==> config.mk <==
export PLATFORM = sky130hd
export DESIGN_NAME = softmax_sched_flat
export DESIGN_NICKNAME = d
export VERILOG_FILES = /design/src/rtl/softmax_pkg.sv /design/src/rtl/softmax_sched_if.sv /design/src/rtl/softmax_max_seq.sv /design/src/rtl/softmax_sched.sv /design/src/flat_wrapper.sv
export SDC_FILE = /design/constraint.sdc
export NUM_CORES = 1
export LEC_CHECK = 0
export ABC_AREA = 1
export ABC_CLOCK_PERIOD_IN_PS = 21900
export CAP_MARGIN = 0
export CORE_AREA = 2 2 218 220
export CTS_BUF_LIST = sky130_fd_sc_hd__clkbuf_2 sky130_fd_sc_hd__clkbuf_4 sky130_fd_sc_hd__clkbuf_8
export DETAILED_ROUTE_END_ITERATION = 8
export DIE_AREA = 0 0 220 222
export HOLD_SLACK_MARGIN = 0.02
export PLACE_DENSITY_LB_ADDON = 0.08
export SLEW_MARGIN = 10
export SYNTH_ARGS = -nofsm -noshare
export SYNTH_HDL_FRONTEND = slang
export SYNTH_SLANG_ARGS = --single-unit
==> constraint.sdc <==
create_clock -name clk -period 21.9 [get_ports clk]
set_input_delay 4.38 -clock clk [delete_from_list [all_inputs] [get_ports clk]]
set_output_delay 4.38 -clock clk [all_outputs]
set_load 0.02 [all_outputs]
==> src/rtl/softmax_pkg.sv <==
// Shared types for the softmax sequencing controller: FSM state encoding and lane count.
package softmax_pkg;

  localparam int SM_LANES = 4;

  typedef enum logic [2:0] {
    ST_IDLE  = 3'd0,
    ST_MAX   = 3'd1,
    ST_START = 3'd2,
    ST_WAIT  = 3'd3,
    ST_DONE  = 3'd4
  } sm_state_e;

endpackage

==> src/rtl/softmax_sched_if.sv <==
// Bundle of the logit-input, datapath and result handshakes of softmax_sched.
// slave = the controller, master = the environment driving it.
interface softmax_sched_if #(
  parameter int DATA_WIDTH = 32
);
  logic                  in_valid;
  logic                  in_ready;
  logic [DATA_WIDTH-1:0] in_x1, in_x2, in_x3, in_x4;
  logic                  sm_enable;
  logic [DATA_WIDTH-1:0] sm_in1, sm_in2, sm_in3, sm_in4;
  logic [DATA_WIDTH-1:0] sm_max;
  logic [DATA_WIDTH-1:0] sm_out1, sm_out2, sm_out3, sm_out4;
  logic                  sm_done;
  logic                  res_valid;
  logic                  res_ready;
  logic [DATA_WIDTH-1:0] res_y1, res_y2, res_y3, res_y4;
  logic                  res_error;
  logic                  busy;

  modport slave (
    input  in_valid, in_x1, in_x2, in_x3, in_x4,
    input  sm_out1, sm_out2, sm_out3, sm_out4, sm_done, res_ready,
    output in_ready, sm_enable, sm_in1, sm_in2, sm_in3, sm_in4, sm_max,
    output res_valid, res_y1, res_y2, res_y3, res_y4, res_error, busy
  );

  modport master (
    output in_valid, in_x1, in_x2, in_x3, in_x4,
    output sm_out1, sm_out2, sm_out3, sm_out4, sm_done, res_ready,
    input  in_ready, sm_enable, sm_in1, sm_in2, sm_in3, sm_in4, sm_max,
    input  res_valid, res_y1, res_y2, res_y3, res_y4, res_error, busy
  );
endinterface

==> src/rtl/softmax_max_seq.sv <==
// Iterative maximum register: load seeds it, each step folds in lane i_idx when strictly greater.
// ARITH_TYPE selects signed (1) or unsigned (0) comparison.
module softmax_max_seq
  import softmax_pkg::*;
#(
  parameter int ARITH_TYPE = 1,
  parameter int DATA_WIDTH = 32
) (
  input  logic                                 clk,
  input  logic                                 reset,
  input  logic                                 i_load,
  input  logic [DATA_WIDTH-1:0]                i_load_val,
  input  logic                                 i_step,
  input  logic [$clog2(SM_LANES)-1:0]          i_idx,
  input  logic [SM_LANES-1:0][DATA_WIDTH-1:0]  i_vec,
  output logic [DATA_WIDTH-1:0]                o_max
);

  logic [DATA_WIDTH-1:0] r_max;
  logic [DATA_WIDTH-1:0] w_cand;
  logic                  w_gt;

  function automatic logic is_greater(input logic [DATA_WIDTH-1:0] a,
                                      input logic [DATA_WIDTH-1:0] b);
    if (ARITH_TYPE != 0) begin
      return $signed(a) > $signed(b);
    end else begin
      return a > b;
    end
  endfunction

  assign w_cand = i_vec[i_idx];
  assign w_gt   = is_greater(w_cand, r_max);

  // Ties keep the earlier element, so only a strict win replaces the max.
  always_ff @(posedge clk or posedge reset) begin
    if (reset) begin
      r_max <= '0;
    end else if (i_load) begin
      r_max <= i_load_val;
    end else if (i_step && w_gt) begin
      r_max <= w_cand;
    end
  end

  assign o_max = r_max;

endmodule

==> src/rtl/softmax_sched.sv <==
// Sequencing controller for the 4-lane softmax datapath: IDLE -> MAX(3) -> START -> WAIT -> DONE.
// Optional WAIT watchdog compiled in with SOFTMAX_SCHED_WATCHDOG_EN.
module softmax_sched
  import softmax_pkg::*;
#(
  parameter int ARITH_TYPE     = 1,
  parameter int DATA_WIDTH     = 32,
  parameter int INTEGER        = 16,
  parameter int FRACTION       = 16,
  parameter int TIMEOUT_CYCLES = 64
) (
  input  logic           clk,
  input  logic           reset,
  softmax_sched_if.slave bus
);

  localparam int IDX_W = $clog2(SM_LANES);

  sm_state_e                            r_state, w_state_nxt;
  logic [IDX_W-1:0]                     r_max_cnt;
  logic [SM_LANES-1:0][DATA_WIDTH-1:0]  r_sm_in;
  logic [SM_LANES-1:0][DATA_WIDTH-1:0]  r_res_y;
  logic [SM_LANES-1:0][DATA_WIDTH-1:0]  w_sm_out;
  logic [DATA_WIDTH-1:0]                w_max;
  logic                                 w_accept, w_capture, w_timeout;

  // Q-format and watchdog limit are datapath-facing only; an odd combination builds nothing.
  if ((INTEGER + FRACTION) != DATA_WIDTH || TIMEOUT_CYCLES < 1) begin : g_cfg_unusual
  end

  assign w_sm_out  = {bus.sm_out4, bus.sm_out3, bus.sm_out2, bus.sm_out1};
  assign w_accept  = (r_state == ST_IDLE) && bus.in_valid;
  assign w_capture = (r_state == ST_WAIT) && bus.sm_done;

  always_ff @(posedge clk or posedge reset) begin
    if (reset) begin
      r_state <= ST_IDLE;
    end else begin
      r_state <= w_state_nxt;
    end
  end

  always_comb begin
    w_state_nxt = r_state;
    case (r_state)
      ST_IDLE:  if (bus.in_valid) w_state_nxt = ST_MAX; else w_state_nxt = ST_IDLE;
      ST_MAX:   if (r_max_cnt == IDX_W'(SM_LANES - 2)) w_state_nxt = ST_START;
                else w_state_nxt = ST_MAX;
      ST_START: w_state_nxt = ST_WAIT;
      ST_WAIT:  if (bus.sm_done || w_timeout) w_state_nxt = ST_DONE;
                else w_state_nxt = ST_WAIT;
      ST_DONE:  if (bus.res_ready) w_state_nxt = ST_IDLE; else w_state_nxt = ST_DONE;
      default:  w_state_nxt = ST_IDLE;
    endcase
  end

  // Logits stay on sm_in until the next acceptance; results latched on done, zeroed on timeout.
  always_ff @(posedge clk or posedge reset) begin
    if (reset) begin
      r_max_cnt <= '0;
      r_sm_in   <= '0;
      r_res_y   <= '0;
    end else begin
      if (w_accept) begin
        r_max_cnt <= '0;
        r_sm_in   <= {bus.in_x4, bus.in_x3, bus.in_x2, bus.in_x1};
      end else if (r_state == ST_MAX) begin
        r_max_cnt <= r_max_cnt + IDX_W'(1);
      end
      if (w_capture) begin
        r_res_y <= w_sm_out;
      end else if (w_timeout) begin
        r_res_y <= '0;
      end
    end
  end

  softmax_max_seq #(
    .ARITH_TYPE (ARITH_TYPE),
    .DATA_WIDTH (DATA_WIDTH)
  ) u_max_seq (
    .clk        (clk),
    .reset      (reset),
    .i_load     (w_accept),
    .i_load_val (bus.in_x1),
    .i_step     (r_state == ST_MAX),
    .i_idx      (r_max_cnt + IDX_W'(1)),
    .i_vec      (r_sm_in),
    .o_max      (w_max)
  );

`ifdef SOFTMAX_SCHED_WATCHDOG_EN
  localparam int WD_W = $clog2(TIMEOUT_CYCLES) + 1;
  logic [WD_W-1:0] r_wd_cnt;
  logic            r_res_error;

  // Counts WAIT cycles; a done in the limit cycle takes priority over the timeout.
  always_ff @(posedge clk or posedge reset) begin
    if (reset) begin
      r_wd_cnt    <= '0;
      r_res_error <= 1'b0;
    end else begin
      if (r_state != ST_WAIT) r_wd_cnt <= '0;
      else                    r_wd_cnt <= r_wd_cnt + WD_W'(1);
      if (w_capture)      r_res_error <= 1'b0;
      else if (w_timeout) r_res_error <= 1'b1;
    end
  end

  assign w_timeout     = (r_state == ST_WAIT) && !bus.sm_done &&
                         (r_wd_cnt == WD_W'(TIMEOUT_CYCLES - 1));
  assign bus.res_error = r_res_error;
`else
  assign w_timeout     = 1'b0;
  assign bus.res_error = 1'b0;
`endif

  assign bus.in_ready  = (r_state == ST_IDLE);
  assign bus.busy      = (r_state != ST_IDLE);
  assign bus.sm_enable = (r_state == ST_START);
  assign bus.res_valid = (r_state == ST_DONE);
  assign bus.sm_max    = w_max;
  assign bus.sm_in1    = r_sm_in[0];
  assign bus.sm_in2    = r_sm_in[1];
  assign bus.sm_in3    = r_sm_in[2];
  assign bus.sm_in4    = r_sm_in[3];
  assign bus.res_y1    = r_res_y[0];
  assign bus.res_y2    = r_res_y[1];
  assign bus.res_y3    = r_res_y[2];
  assign bus.res_y4    = r_res_y[3];

endmodule

==> src/flat_wrapper.sv <==
// flat-port wrapper written by rule: the top's interface ports become plain ports
module softmax_sched_flat import softmax_pkg::*;
#(
  parameter int ARITH_TYPE     = 1,
  parameter int DATA_WIDTH     = 32,
  parameter int INTEGER        = 16,
  parameter int FRACTION       = 16,
  parameter int TIMEOUT_CYCLES = 64
)
  (clk, reset, bus_in_valid, bus_in_x1, bus_in_x2, bus_in_x3, bus_in_x4, bus_sm_out1, bus_sm_out2, bus_sm_out3, bus_sm_out4, bus_sm_done, bus_res_ready, bus_in_ready, bus_sm_enable, bus_sm_in1, bus_sm_in2, bus_sm_in3, bus_sm_in4, bus_sm_max, bus_res_valid, bus_res_y1, bus_res_y2, bus_res_y3, bus_res_y4, bus_res_error, bus_busy);
  softmax_sched_if #(.DATA_WIDTH(DATA_WIDTH)) bus_i ();
  input  logic clk;
  input  logic reset;
  input wire logic [$bits(bus_i.in_valid)-1:0] bus_in_valid;
  input wire logic [$bits(bus_i.in_x1)-1:0] bus_in_x1;
  input wire logic [$bits(bus_i.in_x2)-1:0] bus_in_x2;
  input wire logic [$bits(bus_i.in_x3)-1:0] bus_in_x3;
  input wire logic [$bits(bus_i.in_x4)-1:0] bus_in_x4;
  input wire logic [$bits(bus_i.sm_out1)-1:0] bus_sm_out1;
  input wire logic [$bits(bus_i.sm_out2)-1:0] bus_sm_out2;
  input wire logic [$bits(bus_i.sm_out3)-1:0] bus_sm_out3;
  input wire logic [$bits(bus_i.sm_out4)-1:0] bus_sm_out4;
  input wire logic [$bits(bus_i.sm_done)-1:0] bus_sm_done;
  input wire logic [$bits(bus_i.res_ready)-1:0] bus_res_ready;
  output wire logic [$bits(bus_i.in_ready)-1:0] bus_in_ready;
  output wire logic [$bits(bus_i.sm_enable)-1:0] bus_sm_enable;
  output wire logic [$bits(bus_i.sm_in1)-1:0] bus_sm_in1;
  output wire logic [$bits(bus_i.sm_in2)-1:0] bus_sm_in2;
  output wire logic [$bits(bus_i.sm_in3)-1:0] bus_sm_in3;
  output wire logic [$bits(bus_i.sm_in4)-1:0] bus_sm_in4;
  output wire logic [$bits(bus_i.sm_max)-1:0] bus_sm_max;
  output wire logic [$bits(bus_i.res_valid)-1:0] bus_res_valid;
  output wire logic [$bits(bus_i.res_y1)-1:0] bus_res_y1;
  output wire logic [$bits(bus_i.res_y2)-1:0] bus_res_y2;
  output wire logic [$bits(bus_i.res_y3)-1:0] bus_res_y3;
  output wire logic [$bits(bus_i.res_y4)-1:0] bus_res_y4;
  output wire logic [$bits(bus_i.res_error)-1:0] bus_res_error;
  output wire logic [$bits(bus_i.busy)-1:0] bus_busy;
  assign bus_i.in_valid = bus_in_valid;
  assign bus_i.in_x1 = bus_in_x1;
  assign bus_i.in_x2 = bus_in_x2;
  assign bus_i.in_x3 = bus_in_x3;
  assign bus_i.in_x4 = bus_in_x4;
  assign bus_i.sm_out1 = bus_sm_out1;
  assign bus_i.sm_out2 = bus_sm_out2;
  assign bus_i.sm_out3 = bus_sm_out3;
  assign bus_i.sm_out4 = bus_sm_out4;
  assign bus_i.sm_done = bus_sm_done;
  assign bus_i.res_ready = bus_res_ready;
  assign bus_in_ready = bus_i.in_ready;
  assign bus_sm_enable = bus_i.sm_enable;
  assign bus_sm_in1 = bus_i.sm_in1;
  assign bus_sm_in2 = bus_i.sm_in2;
  assign bus_sm_in3 = bus_i.sm_in3;
  assign bus_sm_in4 = bus_i.sm_in4;
  assign bus_sm_max = bus_i.sm_max;
  assign bus_res_valid = bus_i.res_valid;
  assign bus_res_y1 = bus_i.res_y1;
  assign bus_res_y2 = bus_i.res_y2;
  assign bus_res_y3 = bus_i.res_y3;
  assign bus_res_y4 = bus_i.res_y4;
  assign bus_res_error = bus_i.res_error;
  assign bus_busy = bus_i.busy;
  softmax_sched #(.ARITH_TYPE(ARITH_TYPE), .DATA_WIDTH(DATA_WIDTH), .INTEGER(INTEGER), .FRACTION(FRACTION), .TIMEOUT_CYCLES(TIMEOUT_CYCLES)) u_core (.clk(clk), .reset(reset), .bus(bus_i));
endmodule
## Word level (Yosys, flattened, before mapping)

Cells that the tools add are included.

- Register bits: 293
- Latch bits: 0
- Memory bits (writable): 0
- Bits in read-only memories: 0
- Bits of input ports: 261
- Output and inout port bits: 293
- Logic and storage cells: 37
- Memories kept: 0

- Add/sub/neg operators: 1
- Multipliers: 0
- Div/mod/pow operators: 0
- Order comparisons: 2
- Eq/ne operators: 5
- Shifts and indexed selects: 0
- Muxes and demuxes: 11
- Bitwise gates (word level): 0
- Reductions and logical operators: 7

Operators by type and width:

| cell | count |
|---|---|
| $mux W32 | 3 |
| $bmux W32 S2 | 1 |
| $gt A32 B32 Y1 | 1 |
| $pmux W3 S5 | 1 |
| $eq A3 B2 Y1 const B | 2 |
| $mux W2 | 3 |
| $mux W3 | 2 |
| $reduce_bool A2 Y1 | 2 |
| $eq A3 B1 Y1 const B | 1 |
| $eq A3 B3 Y1 const B | 1 |
| $logic_and A1 B1 Y1 | 3 |
| $logic_not A3 Y1 | 1 |
| $lt A2 B3 Y1 const B | 1 |
| $reduce_bool A3 Y1 | 1 |
| $add A2 B1 Y2 const B | 1 |
| $eq A2 B2 Y1 const B | 1 |
| $mux W1 | 1 |

## Depth between registers and ports, before layout

- Depth after elaboration: 7
- Gate-level depth with buffers: 25

## Cells and area by module

Synthesis repeated with hierarchy kept, for this count alone.

- Cell total of the unflattened synthesis: 1,714
- Area, all modules: 13,759.4 sq um

By module, submodules not included:

| module | instances | cells an instance | area each (sq um) | seq. area each (sq um) |
|---|---|---|---|---|
| softmax_sched | 1 | 1,152 | 10,376.2 | 6,531.3 |
| softmax_max_seq | 1 | 562 | 3,383.2 | 800.8 |

## Worst setup path before layout

Ideal clock, no wire load.

- Path kind: input -> register
- Start: input bus_sm_done
- End: register u_core.r_res_y, in the netlist u_core.bus.res_y1[10]
- Library setup time: 0.125 ns
- Arrival time: 5.272 ns
- Required time: 21.775 ns
- Path slack: 16.503 ns
- Stages: 4
- Buffers on the path: 2
- Path through: nand3_1 > clkbuf_1 > buf_2 > mux2_2

- Word-level cells in the longest chain between the ends: 1

Ends and longest elaborated chain:

| item | line | text |
|---|---|---|
| start, declared | flat_wrapper.sv:23 | `input wire logic [$bits(bus_i.sm_done)-1:0] bus_sm_done;` |
| $logic_and A1 B1 Y1 | softmax_sched.sv:33 | `assign w_capture = (r_state == ST_WAIT) && bus.sm_done;` |
| end signal, assigned | softmax_sched.sv:71 | `r_res_y <= w_sm_out;` |
| end, declared | softmax_sched.sv:22 | `logic [SM_LANES-1:0][DATA_WIDTH-1:0] r_res_y;` |

Every way passes these cells.
A chain may end at the register's enable or synchronous reset.

## Final worst setup path

- Start: input bus_in_valid
- End: register u_core.u_max_seq.r_max[13], in the netlist u_core.u_max_seq.o_max[13]

- Word-level cells in the longest chain between the ends: 2
- Elaborated cells between the ends (all ways): 3
- Those cells by class: mux: 1; reduce/logical: 2

Ends and longest elaborated chain:

| item | line | text |
|---|---|---|
| start, declared | flat_wrapper.sv:14 | `input wire logic [$bits(bus_i.in_valid)-1:0] bus_in_valid;` |
| $logic_and A1 B1 Y1 (*) | softmax_sched.sv:32 | `assign w_accept = (r_state == ST_IDLE) && bus.in_valid;` |
| $mux W32 or $reduce_bool A2 Y1 (tied branches) | -- |  |
| end signal, assigned | softmax_max_seq.sv:40 | `r_max <= i_load_val;` |
| end signal, assigned | softmax_max_seq.sv:42 | `r_max <= w_cand;` |
| end, declared | softmax_max_seq.sv:19 | `logic [DATA_WIDTH-1:0] r_max;` |

Every way passes the cells marked *; elsewhere a longest branch is shown, timed or not.

==> flow_metrics.py <==
metrics = {
    "run_status": {
        "status": "completed",
    },
    "floorplan": {
        "die_y_um": 222,
        "initial_core_util_pct": 28.1,
        "coreArea_um2": 46300,
        "pin_count": 554,
        "rows": 79,
        "fp.dieW_um": 220,
        "dieArea_um2": 48800,
    },
    "logic_synthesis": {
        "ys_warn_count": 0,
        "synth-simple-area-share_pct": 20.0,
        "synth_compound_area_share_pct": 5.17,
        "yosys.area_share.xor_xnor_pct": 0,
        "synth_area_leaders": "dfrtp_1, nand2_1, mux2_2",
        "seq_area_frac_synth_pct": 56.5,
        "ys_seq_elements": 293,
        "syn_inst": 1370,
        "ys_types": 28,
        "syn-num-nets": 1664,
        "synth_mux_area_share_pct": 11.1,
        "synth_top_area_cell": "dfrtp_1",
        "synth_top_family_by_area": "simple AND/OR/NAND/NOR gates",
        "syn_area_per_cell_um2": 9.48,
        "synth_top_area_share_pct": 56.5,
        "synthAdderAreaFrac_pct": 3.18,
        "syn_area_um2": 13000,
    },
    "critical_path": {
        "rr_endpoint": "u_core.u_max_seq.o_max[23]$_DFFE_PP0P_",
        "crit_path_max_fanout": 111,
        "required_ps": 22490,
        "reg2regPathDepth": 18,
        "cp_data_arrival_time_ps": 7430,
        "rrSetupSlack_ps": 16860,
        "start_kind": "input pin",
        "worst-setup-path-type": "in -> reg",
        "critPathLaunch": "bus_in_valid",
        "r2r_start": "u_core.r_max_cnt[0]$_DFFE_PP0P_",
        "critPathCaptureType": "register",
    },
    "cells_and_area": {
        "mostFrequentLayoutCells": "clkdlybuf4s50_1, nand2_1, dfrtp_1, mux2_2, nor2_1",
        "layout_commonest_cell": "clkdlybuf4s50_1",
        "final_util_pct": 43.8,
        "area_delta_synth_final_pct": 56.0,
        "fin_nets": 2206,
        "drive_gt1_share_pct": 12.8,
    },
    "global_routing": {
        "antenna_found_initial": 8,
        "grt.total_usage_pct": 20.7,
        "grt_max_degree": 112,
        "grt_pass1_wl_um": 76200,
        "gr-total-overflow": 0,
        "first_global_vias": 11841,
    },
    "cts": {
        "tritoncts": "done",
        "numCtsBuffers": 56,
        "htreeDepth": 2,
        "cts_resized": 0,
        "clk_path_buf_depth": 3,
        "clk_latency_ps": 650,
        "cts_setup_buffers": 0,
        "clk_pin_slew_worst_paths_ps": 60,
        "cts-root-buf": "clkbuf_8",
        "clock_sinks": 293,
        "cts_hold_buf": 0,
    },
    "hold_path": {
        "worst_hold_startpoint": "u_core.bus.sm_in2[20]$_DFFE_PP0P_",
        "holdPathEnd": "u_core.bus.sm_in2[20]$_DFFE_PP0P_",
        "hold_path_class": "reg -> reg",
        "min_path_cells": 2,
    },
    "drt": {
        "drtIter0Drc": 678,
        "vias": 11475,
        "ant_nets": 0,
        "dr.pass1.iters": 5,
        "wirelength_um": 50700,
        "drcViolationCount": 0,
        "wire_per_inst_um": 19.8,
        "vias_per_cell": 4.47,
    },
    "place": {
        "portBuffers": 552,
        "place_hpwl_um": 36200,
        "gp_congestion": 0.784,
        "pre_cts_slack_ps": 14330,
    },
    "power": {
        "p_sw_mw": 1.62,
        "p_total_mw": 3.63,
        "clkPwrFrac_pct": 16.2,
        "p_int_mw": 2.02,
        "peakVddDrop_mv": 0.0845,
        "pwr-share-seq_pct": 27.3,
        "combPwrFrac_pct": 56.5,
        "power_leakage_nw": 9.43,
        "power_density_nw_per_um2": 180,
        "netSwitchingFraction_pct": 44.4,
    },
    "timing": {
        "slew_viol_final": 0,
        "hold_viol": 0,
        "worst_slack_ps": 15050,
        "skew_ps": 51.5,
        "worst_pin_slew_ps": 1010,
        "period_needed_ps": 6850,
        "fmax_mhz": 146,
        "relSlewSlack_pct": 32.8,
        "rsz0062_at_grt": "no",
        "hold_ws_ps": 497,
        "final.period_utilization_pct": 31.3,
        "setup_tns_ps": 0,
        "finalSetupViolCount": 0,
    },
    "run": {
        "drv_cap": 0,
    },
}
## synth_stat cells, drive strengths merged
| cell | instances |
|---|---|
| a21o | 1 |
| a21oi | 16 |
| a41oi | 1 |
| buf | 52 |
| clkbuf | 24 |
| conb | 1 |
| dfrtp | 293 |
| ha | 33 |
| inv | 47 |
| mux2 | 128 |
| nand2 | 545 |
| nand3 | 39 |
| nand4 | 3 |
| nor2 | 77 |
| nor3 | 4 |
| o211ai | 1 |
| o21a | 1 |
| o21ai | 73 |
| o22ai | 31 |
## state kept, by name, indices dropped and copies added, names as in the netlist
register                flops
u_core.bus.res_y4          32
u_core.bus.res_y1          32
u_core.bus.sm_in2          32
u_core.bus.sm_in4          32
u_core.bus.res_y3          32
u_core.u_max_seq.o_max     32
u_core.bus.sm_in1          32
u_core.r_max_cnt            2
u_core.bus.sm_in3          32
u_core.bus.res_y2          32
u_core.r_state              3
## layer usage
metal | global-route usage [%] | routed length, µm
met1 | 25.3 | 20200
met2 | 33.1 | 24300
met3 | 7.87 | 4750
met4 | 7.36 | 1400
met5 | 0 | 66
## kinds of logic after synthesis
group,Yosys count
compound gates,124
fa+ha+maj,33
buf+inv,123
flops,293
mux,128
other cells,1
simple gates,668
## power groups by stage
| stage | registers, mW | logic [mW] | clock network (mW) |
|---|---|---|---|
| finish | 0.991 | 2.05 | 0.590 |
| global route | 1.03 | 2.27 | 0.641 |
| CTS | 0.993 | 2.10 | 0.615 |
| detailed placement | 0.995 | 2.10 | 0 |
| global placement | 0.989 | 2.09 | 0 |
| floorplan | 1.28 | 0.872 | 0 |
## worst max path at each step
stage | depth (start not counted) | slack [ps] | end
4_1_cts | 8 | 15050 | u_core.u_max_seq.o_max[13]$_DFFE_PP0P_
5_1_grt | 8 | 14820 | u_core.u_max_seq.o_max[7]$_DFFE_PP0P_
3_5_place_dp | 8 | 14330 | u_core.u_max_seq.o_max[13]$_DFFE_PP0P_
3_3_place_gp | 8 | 14370 | u_core.u_max_seq.o_max[13]$_DFFE_PP0P_
2_1_floorplan | 1 | 9430 | u_core.bus.res_y1[0]$_DFFE_PP0P_
6_report | 8 | 15050 | u_core.u_max_seq.o_max[13]$_DFFE_PP0P_
## worst max-delay path: stages
cell and delay (ps):
clkdlybuf4s50_1 560, nand2_8 420, inv_4 760, buf_4 680, nand2_1 180, nand2_1 110, nand2_1 50, nand2_1 80
## cell type report
class | count | area, µm²
inverters | 47 | 186
well taps | 607 | 759
diodes | 3 | 7.51
fillers | 4541 | 26000
flip-flops and latches | 293 | 7330
clock inverters | 6 | 67.6
multi-input cells | 954 | 5150
clock buffers | 95 | 1160
repair buffers | 560 | 5590
## through the flow
stage                     std cells  area (µm²)
after global routing           2565       20200
after floorplan                1370       13000
after detailed placement       2461       19000
after global placement         2461       19000
after CTS                      2562       20200
final                          2565       20200
(Power assumes the default switching activity.)
